===== src/rtl/sys_cmd_pkg.sv =====
// sys_cmd_pkg: command codes, frame/response lengths and FSM states
// shared by sys_cmd_master and its helpers.
package sys_cmd_pkg;

    typedef enum logic [7:0] {
        CMD_WR      = 8'hAA,
        CMD_RD      = 8'hBB,
        CMD_ALU_OP  = 8'hCC,
        CMD_ALU_NOP = 8'hDD
    } e_CMD;

    localparam logic [2:0] FRM_LEN_WR      = 3'd3;
    localparam logic [2:0] FRM_LEN_RD      = 3'd2;
    localparam logic [2:0] FRM_LEN_ALU_OP  = 3'd4;
    localparam logic [2:0] FRM_LEN_ALU_NOP = 3'd2;

    localparam logic [1:0] RSP_LEN_WR      = 2'd0;
    localparam logic [1:0] RSP_LEN_RD      = 2'd1;
    localparam logic [1:0] RSP_LEN_ALU_OP  = 2'd2;
    localparam logic [1:0] RSP_LEN_ALU_NOP = 2'd2;

    typedef enum logic [2:0] {
        ST_IDLE,
        ST_SEND,
        ST_WAIT_LO,
        ST_WAIT_HI,
        ST_DONE
    } e_STATE;

    function automatic logic is_legal(input logic [7:0] c);
        return (c == CMD_WR) || (c == CMD_RD) ||
               (c == CMD_ALU_OP) || (c == CMD_ALU_NOP);
    endfunction

    function automatic logic [2:0] frame_len(input logic [7:0] c);
        logic [2:0] n;
        n = 3'd0;
        unique case (1'b1)
            (c == CMD_WR):      n = FRM_LEN_WR;
            (c == CMD_RD):      n = FRM_LEN_RD;
            (c == CMD_ALU_OP):  n = FRM_LEN_ALU_OP;
            (c == CMD_ALU_NOP): n = FRM_LEN_ALU_NOP;
            default:            n = 3'd0;
        endcase
        return n;
    endfunction

    function automatic logic [1:0] rsp_len(input logic [7:0] c);
        logic [1:0] n;
        n = 2'd0;
        unique case (1'b1)
            (c == CMD_WR):      n = RSP_LEN_WR;
            (c == CMD_RD):      n = RSP_LEN_RD;
            (c == CMD_ALU_OP):  n = RSP_LEN_ALU_OP;
            (c == CMD_ALU_NOP): n = RSP_LEN_ALU_NOP;
            default:            n = 2'd0;
        endcase
        return n;
    endfunction

endpackage


===== src/rtl/rsp_timeout_cnt.sv =====
// rsp_timeout_cnt: response wait counter. clr zeroes it, run advances it,
// expired flags TIMEOUT_CYCLES-1 reached while running with no clear.
module rsp_timeout_cnt #(
    parameter int TIMEOUT_CYCLES = 1024
) (
    input  logic clk,
    input  logic rst,
    input  logic clr,
    input  logic run,
    output logic expired
);

    localparam int CW = (TIMEOUT_CYCLES > 1) ? $clog2(TIMEOUT_CYCLES) : 1;
    localparam logic [CW-1:0] LAST = CW'(TIMEOUT_CYCLES - 1);

    logic [CW-1:0] cnt;

    always_ff @(posedge clk or posedge rst) begin
        if (rst) begin
            cnt <= '0;
        end else if (clr) begin
            cnt <= '0;
        end else if (run && (cnt != LAST)) begin
            cnt <= cnt + CW'(1);
        end
    end

    assign expired = run && !clr && (cnt == LAST);

endmodule


===== src/rtl/sys_cmd_master.sv =====
// sys_cmd_master: serialises one RF/ALU request into UART command bytes
// and assembles the controller's reply into RSP_DATA/RSP_VLD/RSP_ERR.
// Ports: REQ_* request handshake, TX_* byte out, RX_* byte in, RSP_*, BUSY.
// Option: CMD_RSP_TIMEOUT_EN adds a response timeout (TIMEOUT_CYCLES).
module sys_cmd_master
    import sys_cmd_pkg::*;
#(
    parameter int DATA_WIDTH     = 8,
    parameter int ADDR_WIDTH     = 4,
    parameter int TIMEOUT_CYCLES = 1024
) (
    input  logic                    REF_CLK,
    input  logic                    RST,
    input  logic                    REQ_VLD,
    output logic                    REQ_RDY,
    input  logic [7:0]              REQ_CMD,
    input  logic [ADDR_WIDTH-1:0]   REQ_ADDR,
    input  logic [7:0]              REQ_OPA,
    input  logic [7:0]              REQ_OPB,
    input  logic [3:0]              REQ_FUN,
    output logic [DATA_WIDTH-1:0]   TX_P_DATA,
    output logic                    TX_D_VLD,
    input  logic                    TX_RDY,
    input  logic [DATA_WIDTH-1:0]   RX_P_DATA,
    input  logic                    RX_D_VLD,
    output logic [2*DATA_WIDTH-1:0] RSP_DATA,
    output logic                    RSP_VLD,
    output logic                    RSP_ERR,
    output logic                    BUSY
);

    e_STATE                state;
    logic [7:0]            cmd_q;
    logic [ADDR_WIDTH-1:0] addr_q;
    logic [7:0]            opa_q;
    logic [7:0]            opb_q;
    logic [3:0]            fun_q;
    logic [1:0]            idx_q;
    logic [1:0]            idx_n;
    logic                  last_byte;
    logic [DATA_WIDTH-1:0] nxt_byte;
    logic [DATA_WIDTH-1:0] fun_b;

    assign idx_n     = idx_q + 2'd1;
    assign last_byte = ({1'b0, idx_q} == (frame_len(cmd_q) - 3'd1));
    assign fun_b     = {{(DATA_WIDTH-4){1'b0}}, fun_q};

    // Byte that follows the one currently on TX_P_DATA.
    always_comb begin
        nxt_byte = '0;
        unique case (1'b1)
            (cmd_q == CMD_WR):
                nxt_byte = (idx_n == 2'd1) ? DATA_WIDTH'(addr_q)
                                           : DATA_WIDTH'(opa_q);
            (cmd_q == CMD_RD):
                nxt_byte = DATA_WIDTH'(addr_q);
            (cmd_q == CMD_ALU_OP):
                nxt_byte = (idx_n == 2'd1) ? DATA_WIDTH'(opa_q) :
                           (idx_n == 2'd2) ? DATA_WIDTH'(opb_q) : fun_b;
            (cmd_q == CMD_ALU_NOP):
                nxt_byte = fun_b;
            default:
                nxt_byte = '0;
        endcase
    end

`ifdef CMD_RSP_TIMEOUT_EN
    logic to_run;
    logic to_clr;
    logic to_expired;

    assign to_run = (state == ST_WAIT_LO) || (state == ST_WAIT_HI);
    // Held clear outside the wait states so entry starts from zero.
    assign to_clr = !to_run || RX_D_VLD;

    rsp_timeout_cnt #(
        .TIMEOUT_CYCLES(TIMEOUT_CYCLES)
    ) u_timeout (
        .clk     (REF_CLK),
        .rst     (RST),
        .clr     (to_clr),
        .run     (to_run),
        .expired (to_expired)
    );
`endif

    always_ff @(posedge REF_CLK or posedge RST) begin
        if (RST) begin
            state     <= ST_IDLE;
            cmd_q     <= '0;
            addr_q    <= '0;
            opa_q     <= '0;
            opb_q     <= '0;
            fun_q     <= '0;
            idx_q     <= '0;
            REQ_RDY   <= 1'b1;
            BUSY      <= 1'b0;
            TX_D_VLD  <= 1'b0;
            TX_P_DATA <= '0;
            RSP_DATA  <= '0;
            RSP_VLD   <= 1'b0;
            RSP_ERR   <= 1'b0;
        end else begin
            unique case (state)
                ST_IDLE: begin
                    if (REQ_VLD) begin
                        cmd_q    <= REQ_CMD;
                        addr_q   <= REQ_ADDR;
                        opa_q    <= REQ_OPA;
                        opb_q    <= REQ_OPB;
                        fun_q    <= REQ_FUN;
                        idx_q    <= '0;
                        REQ_RDY  <= 1'b0;
                        BUSY     <= 1'b1;
                        RSP_DATA <= '0;
                        RSP_ERR  <= 1'b0;
                        if (is_legal(REQ_CMD)) begin
                            state     <= ST_SEND;
                            TX_D_VLD  <= 1'b1;
                            TX_P_DATA <= DATA_WIDTH'(REQ_CMD);
                        end else begin
                            state   <= ST_DONE;
                            RSP_VLD <= 1'b1;
                            RSP_ERR <= 1'b1;
                        end
                    end
                end
                ST_SEND: begin
                    if (TX_RDY) begin
                        if (last_byte) begin
                            TX_D_VLD  <= 1'b0;
                            TX_P_DATA <= '0;
                            if (cmd_q == CMD_WR) begin
                                state   <= ST_DONE;
                                RSP_VLD <= 1'b1;
                            end else begin
                                state <= ST_WAIT_LO;
                            end
                        end else begin
                            idx_q     <= idx_n;
                            TX_P_DATA <= nxt_byte;
                        end
                    end
                end
                ST_WAIT_LO: begin
                    if (RX_D_VLD) begin
                        RSP_DATA[DATA_WIDTH-1:0] <= RX_P_DATA;
                        if (rsp_len(cmd_q) == 2'd1) begin
                            state   <= ST_DONE;
                            RSP_VLD <= 1'b1;
                        end else begin
                            state <= ST_WAIT_HI;
                        end
                    end
`ifdef CMD_RSP_TIMEOUT_EN
                    else if (to_expired) begin
                        state   <= ST_DONE;
                        RSP_VLD <= 1'b1;
                        RSP_ERR <= 1'b1;
                    end
`endif
                end
                ST_WAIT_HI: begin
                    if (RX_D_VLD) begin
                        RSP_DATA[2*DATA_WIDTH-1:DATA_WIDTH] <= RX_P_DATA;
                        state   <= ST_DONE;
                        RSP_VLD <= 1'b1;
                    end
`ifdef CMD_RSP_TIMEOUT_EN
                    else if (to_expired) begin
                        state   <= ST_DONE;
                        RSP_VLD <= 1'b1;
                        RSP_ERR <= 1'b1;
                    end
`endif
                end
                ST_DONE: begin
                    state   <= ST_IDLE;
                    RSP_VLD <= 1'b0;
                    REQ_RDY <= 1'b1;
                    BUSY    <= 1'b0;
                end
                default: begin
                    state <= ST_IDLE;
                end
            endcase
        end
    end

endmodule


===== config.mk =====
export PLATFORM = sky130hd
export DESIGN_NAME = sys_cmd_master
export DESIGN_NICKNAME = d
export VERILOG_FILES = /design/src/rtl/sys_cmd_pkg.sv /design/src/rtl/rsp_timeout_cnt.sv /design/src/rtl/sys_cmd_master.sv
export SDC_FILE = /design/constraint.sdc
export NUM_CORES = 1
export LEC_CHECK = 0
export CELL_PAD_IN_SITES_DETAIL_PLACEMENT = 1
export CELL_PAD_IN_SITES_GLOBAL_PLACEMENT = 1
export CORE_UTILIZATION = 25
export CTS_CLUSTER_DIAMETER = 100
export DETAILED_ROUTE_END_ITERATION = 12
export PLACE_DENSITY_LB_ADDON = 0.1
export SLEW_MARGIN = 20
export SYNTH_ARGS = -nofsm -noshare
export SYNTH_HDL_FRONTEND = slang
export SYNTH_SLANG_ARGS = --single-unit

===== constraint.sdc =====
create_clock -name REF_CLK -period 4.41 [get_ports REF_CLK]
set_input_delay 0.6615 -clock REF_CLK [delete_from_list [all_inputs] [get_ports REF_CLK]]
set_output_delay 0.6615 -clock REF_CLK [all_outputs]
set_load 0.02 [all_outputs]

==> flow_summary.yaml, run 1 <==
pwr:
  power_leakage_nw: 1.82
  powerDensity_mw_per_mm2: 606
  peakVddDrop_uv: 168
drt:
  ant_nets: 0
  routedWlPerCell_microns: 17.8
  drt-total-wl_microns: 10100
  dr.pass1.iters: 4
  drt-initial-drc-count: 109
  via_per_inst: 4.88
  drcViolationCount: 0
  num_vias: 2767
setup_path:
  crit_path_start_kind: "register"
  worst_ep_arrival_time_ps: 3250
  path_max_fanout: 11
  crit_chain: "and4bb_2 > nand2_1 > a21oi_1 > a21oi_1 > ha_1 > xnor2_1 > or4_1 > a21oi_2 > a32o_1"
  cp.required_ps: 4670
  crit_top_cell: "a21oi_1"
  cp-end-kind: "register"
  cpMaxStageDelayCell: "or4_1"
  critical-path-max-stage-delay_ps: 680
  crit_type: "register to register"
synth:
  syn_nets: 367
  async_flop_share_pct: 100
  yosys.area_share.xor_xnor_pct: 0.515
  synth_mux_area_share_pct: 12.4
  avgSynthCellArea_sq_um: 10.7
  synth_compound_area_share_pct: 13.5
  yosys_warnings: 0
  synth.cell_area_sq_mm: 0.00340
  ys.flop_type: "dfrtp_1"
  synth-simple-area-share_pct: 19.2
  synth-seq-cells: 66
  yosys.area_share.adder_pct: 1.10
  syn_inst: 319
  synth_edf_count: 0
  synth-seq-area-share_pct: 48.6
  synth_top_family_by_area: "simple AND/OR/NAND/NOR gates"
  synth.distinct_cells: 65
die:
  io-pin-count: 74
  core_area_sq_mm: 0.0132
  start_util_pct: 25.7
  die-area_sq_mm: 0.0141
  die_w_microns: 119
  die_y_microns: 119
  core.rowCount: 42
sta:
  fin_tns_setup_ps: 0
  worst_pin_slew_ps: 929
  setup_viol: 0
  period_share_pct: 67.7
  finalCriticalPeriod_ps: 2990
  max_freq_mhz: 335
  rsz0062_at_grt: "false"
  whs_ps: 501
  slew_viol_final: 0
  max_slew_margin_pct: 37.9
  skew_ps: 6.80
  hold_violations: 0
global_route:
  grt_antenna_before_repair: 0
  grt_max_degree: 43
  grt_first_pass_wirelength_microns: 16400
  grtUsageTotal_pct: 15.2
  grt_pass1_vias: 2954
  grt-ovfl-total: 0
clock_tree:
  cts_buffer_depth: 2
  root_buffer: "clkbuf_16"
  cts_hold_buffers: 0
  cts.sinks: 66
  numCtsBuffers: 9
  htreeDepth: 3
  tritoncts: "done"
  postCtsSetupBuffers: 0
  clk-insertion-delay-late_ps: 330
  cts_resized: 0
  cts.reportedPaths.clkPinSlew_ps: 50
final_layout:
  areaGrowthSynthToFinish_pct: 36.3
  seq_area_sq_mm: 0.00165
  layout-drive-gt1-share_pct: 17.1
  fillCellCount: 1500
  n_antenna_cell: 0
  multi_input_area_sq_mm: 0.00160
  fin_nets: 434
run_status:
  status: "complete, no violations"
placement:
  numPortBuffers: 73
  place.detailed.hpwl_microns: 7500
  gp_congestion: 0.913
worst_hold_path:
  hp-class: "register to register"
flow_run:
  maxCapViolCount: 0
==> Yosys cell counts, types with 2 or more instances <==
library cell / n / area (sq um)
mux2i_1: 5 / 50.1
a32oi_1: 3 / 26.3
buf_2: 6 / 30.0
nand3b_1: 2 / 15.0
nand3_1: 23 / 115
and3_1: 6 / 37.5
nor2_1: 13 / 48.8
buf_1: 2 / 7.51
nor3_1: 4 / 20.0
o21ai_0: 14 / 70.1
a21oi_1: 12 / 60.1
nor4bb_1: 2 / 20.0
a32o_1: 3 / 30.0
and4bb_2: 2 / 25.0
o22ai_1: 3 / 18.8
clkbuf_1: 5 / 18.8
nor2_2: 2 / 12.5
ha_1: 3 / 37.5
nor2b_1: 4 / 25.0
mux2_1: 2 / 22.5
nand4bb_1: 2 / 22.5
a2bb2oi_2: 2 / 30.0
and2_1: 4 / 25.0
o32ai_1: 2 / 17.5
mux2_2: 31 / 349
nand2_1: 30 / 113
dfrtp_1: 65 / 1630
a22oi_1: 6 / 45.0
nand4_1: 4 / 25.0
xnor2_1: 2 / 17.5
or3_1: 2 / 12.5
o31ai_1: 3 / 22.5
inv_1: 14 / 52.6
buf_4: 5 / 37.5
==> area by class of cell <==
class / instances / area share (%)
Clock buffer: 11 / 5.24
Tap cell: 176 / 4.75
Timing Repair Buffer: 75 / 16.1
Multi-Input combinational cell: 220 / 34.4
Inverter: 14 / 1.13
Sequential cell: 66 / 35.7
Clock inverter: 5 / 2.70
==> cell usage in the layout (no fill, tap or decap), types with 4 or more instances in the layout <==
master / synthesis / final
clkdlybuf4s50_1: 0 / 73
dfrtp_1: 65 / 65
mux2_2: 31 / 31
nand2_1: 30 / 30
nand3_1: 23 / 23
o21ai_0: 14 / 14
inv_1: 14 / 13
nor2_1: 13 / 13
a21oi_1: 12 / 12
clkbuf_16: 0 / 9
and3_1: 6 / 6
a22oi_1: 6 / 6
mux2i_1: 5 / 5
and2_1: 4 / 4
nor2b_1: 4 / 4
nand4_1: 4 / 4
bufinv_16: 0 / 4
==> final timing paths <==
kind                           from     endpoint  slack, ps  cells past startpoint
setup / recovery           cmd_q[6]     state[1]       1420                      9
hold / removal             opa_q[5]     opa_q[5]        500                      1
setup reg to reg           cmd_q[6]     state[1]       1420                      9
hold reg to reg            opa_q[5]     opa_q[5]        500                      1
max in group asynchronous       RST     cmd_q[2]       2670                      3
min in group asynchronous       RST  RSP_DATA[5]        860                      2
==> sequential cells by signal, summed over array words and instances, names as in the netlist, 2 cells and up <==
register,cells
RSP_DATA,16
addr_q,4
opb_q,8
opa_q,8
state,3
fun_q,4
cmd_q,8
idx_q,2
TX_P_DATA,8
==> report_power, final <==
| part | switching, W | internal (W) | total (W) |
|---|---|---|---|
| clock | 0.000260 | 0.000624 | 0.000884 |
| sequential | 0.000214 | 0.000815 | 0.00103 |
| combinational | 0.000457 | 0.000439 | 0.000896 |
==> stage by stage <==
| step | cells | util [%] | total power (W) | setup slack (ps) | cell area (sq um) |
|---|---|---|---|---|---|
| after floorplan | 319 | - | 0.00164 | 1830 | 3400 |
| after global placement | 551 | 32.2 | 0.00193 | 1530 | 4260 |
| after detailed placement | 551 | 32.2 | 0.00195 | 1470 | 4270 |
| after CTS | 567 | 35.0 | 0.00285 | 1450 | 4630 |
| after global routing | 567 | 35.0 | 0.00298 | 1220 | 4630 |
| final | 567 | 35.0 | 0.00281 | 1420 | 4630 |
==> logic make-up (layout without fill, tap and decap cells) <==
family                   Yosys count  in the layout
AND/OR/NAND/NOR                  113            113
flip-flops                        66             66
AO/OA/AOI/OAI                     64             64
multiplexers                      38             38
buffers and inverters             33            105
adder cells (fa/ha/maj)            3              3
XOR/XNOR                           2              2
==> worst max-delay path: cells and delay by family (launching register included) <==
family	cells	cell delay [ps]
and+or+nand+nor	3	1350
DFF	1	450
AOI/OAI and AO/OA	4	660
adders and majority gates	1	310
xor gates and xnor gates	1	150
==> routing by layer <==
metal | part of all wire (%) | vias to the layer above | global-route usage (%)
met5 | 0 | - | 0
met4 | 1.7 | 0 | 5.30
met3 | 4.9 | 11 | 4.01
met2 | 44 | 66 | 22.3
met1 | 49 | 1388 | 21.4
li1 | - | 1302 | -
Note: power is estimated with default switching activity, not from simulation.
==> run 2, diff against run 1 <==
- clock period: 4.41 -> 2.55 ns (I/O delays scaled with it)
==> flow_summary.yaml, run 2 (synthesized netlist as in run 1, its figures left out) <==
final_layout:
  largest_register: "RSP_DATA"
  n_antenna_cell: 0
  mostFrequentLayoutCells: "clkdlybuf4s50_1, dfrtp_1, buf_4"
  layout-drive-gt1-share_pct: 25.8
  largest_reg_flops: 16
  areaGrowthSynthToFinish_pct: 45.2
  layout_commonest_cell: "clkdlybuf4s50_1"
  fillCellCount: 1511
  fin_nets: 474
drt:
  drcViolationCount: 0
  routedWlPerCell_microns: 16.9
  drt-initial-drc-count: 134
  ant_nets: 0
  via_per_inst: 4.75
  dr.pass1.iters: 4
  num_vias: 2883
  drt-total-wl_microns: 10300
global_route:
  grt-ovfl-total: 0
  grt_first_pass_wirelength_microns: 17100
  grtUsageTotal_pct: 15.8
  grt_max_degree: 30
  grt_antenna_before_repair: 0
  grt_pass1_vias: 3105
die:
  die_w_microns: 119
  io-pin-count: 74
  die_y_microns: 119
  core_area_sq_mm: 0.0132
  start_util_pct: 25.7
  die-area_sq_mm: 0.0141
  core.rowCount: 42
pwr:
  power.total_w: 0.00497
  peakVddDrop_uv: 371
  powerDensity_mw_per_mm2: 1010
  power_leakage_nw: 2.00
sta:
  finalCriticalPeriod_ps: 2440
  max_slew_margin_pct: 64.3
  skew_ps: 7.32
  max_freq_mhz: 409
  worst_pin_slew_ps: 536
  slew_viol_final: 0
  period_share_pct: 95.8
  fin_tns_setup_ps: 0
  rsz0062_at_grt: "false"
  hold_violations: 0
  setup_viol: 0
clock_tree:
  root_buffer: "clkbuf_16"
  numCtsBuffers: 9
  htreeDepth: 3
  cts_hold_buffers: 0
  cts_buffer_depth: 2
  cts.reportedPaths.clkPinSlew_ps: 60
  clk-insertion-delay-late_ps: 340
  tritoncts: "done"
  cts.sinks: 66
placement:
  gp_congestion: 0.797
  place.detailed.hpwl_microns: 7900
  numPortBuffers: 73
setup_path:
  path_max_fanout: 8
  cp-end-kind: "register"
  worst_ep_arrival_time_ps: 2700
  crit_path_start_kind: "register"
  crit_type: "register to register"
  cp.required_ps: 2810
run_status:
  status: "complete, no violations"
flow_run:
  maxCapViolCount: 0
worst_hold_path:
  hp-class: "primary input to async pin"
[run 2: power by group]
part	switching, W	internal, W	total, W
logic	0.000963	0.00100	0.00196
registers	0.000255	0.00141	0.00167
clock network	0.000460	0.000879	0.00134
[run 2: worst max-delay path: stages (launching register included)]
cell	delay, ps
dfrtp_1	420
and4bb_2	320
nand2_1	90
a21oi_2	130
a21oi_1	50
ha_1	300
xnor2_1	160
or4_1	430
buf_6	160
a211o_1	260
o211ai_2	60
[run 2: metrics by stage]
stage | area, sq um | utilization, % | hold slack (ps) | std cells | setup WS (ps)
finish | 4940 | 37.3 | 368 | 607 | 107
global placement | 4580 | 34.6 | 469 | 590 | 121
CTS | 4900 | 37.0 | 385 | 606 | 50.1
global route | 4940 | 37.3 | 412 | 607 | 5.52
floorplan | 3410 | - | 459 | 319 | 61.9
detailed placement | 4580 | 34.6 | 482 | 590 | 68.6
[run 2: final timing paths]
| check | from | end | cells after the start | slack, ps |
|---|---|---|---|---|
| setup / recovery | cmd_q[1] | idx_q[1] | 10 | 110 |
| hold / removal | RST | RSP_DATA[4] | 2 | 370 |
| max in group asynchronous | RST | REQ_RDY | 3 | 1590 |
| min in group REF_CLK | opa_q[4] | opa_q[4] | 1 | 500 |
| setup reg to reg | cmd_q[1] | idx_q[1] | 10 | 110 |
| hold reg to reg | opa_q[4] | opa_q[4] | 1 | 500 |
[run 2: area by class of cell]
cell class	count	area [sq um]	share of cell area, %
flip-flops and latches	66	1650	33.5
multi-input cells	220	1620	32.7
repair buffers	115	1070	21.8
clock buffers	11	243	4.92
well taps	176	220	4.46
clock inverters	5	77.6	1.57
inverters	14	52.6	1.06
[run 2: routing by layer]
| layer | track usage [%] | share of wire [%] | vias up | wire length (microns) |
|---|---|---|---|---|
| met5 | 0 | 0 | - | 0 |
| met4 | 4.67 | 1.4 | 0 | 144 |
| met3 | 4.15 | 4.7 | 16 | 483 |
| met2 | 23.2 | 45 | 67 | 4580 |
| met1 | 22.4 | 49 | 1421 | 5050 |
| li1 | - | - | 1379 | - |
[run 2: timing repair]
| item | 4_1_cts | 5_1_grt |
|---|---|---|
| setup endpoints to repair | 0 | 10 |
| setup buffers | 0 | 1 |
| gates resized for setup | 0 | 6 |
==> run 3, diff against run 2 <==
- CORE_UTILIZATION: 25 -> 35
==> flow_summary.yaml, run 3 (synthesized netlist as in run 1, its figures left out) <==
clock_tree:
  htreeDepth: 3
  root_buffer: "clkbuf_8"
  clk-insertion-delay-late_ps: 340
  tritoncts: "done"
  cts.reportedPaths.clkPinSlew_ps: 80
  cts.sinks: 66
  numCtsBuffers: 9
  cts_buffer_depth: 2
final_layout:
  areaGrowthSynthToFinish_pct: 35.5
  fin_nets: 457
  stdcell_count: 543
  layout-drive-gt1-share_pct: 22.0
  largest_reg_flops: 16
  final_core_util_pct: 49.4
  mostFrequentLayoutCells: "clkdlybuf4s50_1, dfrtp_1, mux2_2"
  n_antenna_cell: 0
  layout_commonest_cell: "clkdlybuf4s50_1"
  largest_register: "RSP_DATA"
setup_path:
  cp-end-kind: "register"
  cp_num_cells: 9
  crit_type: "register to register"
  crit_chain: "and4bb_2 > nand2_1 > a21oi_1 > a21oi_1 > ha_1 > xnor2_1 > or4_4 > a211o_1 > o211ai_2"
  rr_endpoint: "idx_q[1]"
  crit_top_cell: "a21oi_1"
  cp-startpoint: "cmd_q[5]"
  rr_worst_depth: 9
  path_max_fanout: 8
  critical_path.top_delay_family: "simple AND/OR/NAND/NOR gates"
  cp.required_ps: 2810
  worst_ep_arrival_time_ps: 2680
  crit_path_start_kind: "register"
  critical-path-max-stage-delay_ps: 500
  cpMaxStageDelayCell: "or4_4"
  cp_num_buf_inv: 0
  r2r-start: "cmd_q[5]"
  r2r_setup_slack_ps: 130
pwr:
  powerDensity_mw_per_mm2: 938
  power.total_w: 0.00432
  peakVddDrop_uv: 335
  combPwrFrac_pct: 41.3
  p_sw_w: 0.00158
  internal_power_w: 0.00274
  clock_power_share_pct: 19.2
  p_seq_share_pct: 39.5
  sw_frac_of_total_pct: 36.5
  power_leakage_nw: 1.86
die:
  start_util_pct: 36.5
  die_w_microns: 101
  core.rowCount: 35
  core_area_sq_mm: 0.00933
  die_y_microns: 101
  io-pin-count: 74
  die-area_sq_mm: 0.0101
sta:
  rsz0062_at_grt: "false"
  setup_viol: 0
  max_freq_mhz: 414
  fin_tns_setup_ps: 0
  hold_violations: 0
  skew_ps: 8.74
  max_slew_margin_pct: 51.4
  slew_viol_final: 0
  finalCriticalPeriod_ps: 2420
  period_share_pct: 94.8
  worst_pin_slew_ps: 724
drt:
  drcViolationCount: 0
  routedWlPerCell_microns: 17.7
  dr.pass1.iters: 4
  num_vias: 2845
  drt-total-wl_microns: 9610
  via_per_inst: 5.24
  drt-initial-drc-count: 175
  ant_nets: 0
placement:
  numPlacedInstances: 526
  gp_congestion: 0.878
  place.detailed.hpwl_microns: 7130
  numPortBuffers: 73
flow_run:
  maxCapViolCount: 0
global_route:
  grt_pass1_vias: 2930
  grt-ovfl-total: 0
  grt_antenna_before_repair: 0
  grt_max_degree: 34
  grtUsageTotal_pct: 20.3
  grt_first_pass_wirelength_microns: 15600
worst_hold_path:
  hp-class: "primary input to async pin"
run_status:
  status: "complete, no violations"
## run 3: cell types whose count changed in the layout (fill, tap and decap cells not counted), moves of 2 or more
cell | previous run | this run
clkbuf_8 | 1 | 12
clkbuf_16 | 9 | 0
bufinv_16 | 2 | 0
buf_4 | 39 | 22
## run 3: final cells by class
class | instances | area, sq um
Clock buffer | 14 | 173
Inverter | 14 | 52.6
Multi-Input combinational cell | 220 | 1600
Clock inverter | 2 | 10.0
Timing Repair Buffer | 98 | 956
Tap cell | 129 | 161
Sequential cell | 66 | 1650
Fill cell | 1042 | 4720
## run 3: power groups by stage
stage	clock network, W	registers (W)	logic (W)
final	0.000831	0.00171	0.00178
after global routing	0.000893	0.00177	0.00194
after detailed placement	0	0.00172	0.00177
after CTS	0.000855	0.00171	0.00179
after floorplan	0	0.00169	0.00114
after global placement	0	0.00170	0.00175
## run 3: per-layer routing
metal	global-route usage, %	vias up	routed length (microns)
met5	0	-	0
met2	30.7	58	4370
met3	3.33	7	306
met1	29.6	1434	4830
met4	6.69	0	106
li1	-	1346	-
## run 3: what timing repair did
| item | 4_1_cts | 5_1_grt |
|---|---|---|
| hold buffers | 0 | 0 |
| gates resized for setup | 1 | 1 |
| buffers inserted | 0 | 1 |
| setup endpoints to repair | 3 | 12 |
| pin swaps | 0 | 1 |
## run 3: how the worst max path moves through the flow
stage / endpoint
global route: TX_D_VLD
global placement: state[1]
floorplan: idx_q[1]
detailed placement: idx_q[1]
finish: idx_q[1]
CTS: idx_q[1]
## run 3: through the flow
| step | hold slack [ps] | worst slack (ps) | instance area [sq um] |
|---|---|---|---|
| after floorplan | 459 | 61.9 | 3410 |
| after global placement | 474 | 69.1 | 4410 |
| after detailed placement | 484 | -3.70 | 4410 |
| after CTS | 465 | 5.22 | 4590 |
| after global routing | 494 | 4.55 | 4610 |
| final | 464 | 134 | 4610 |
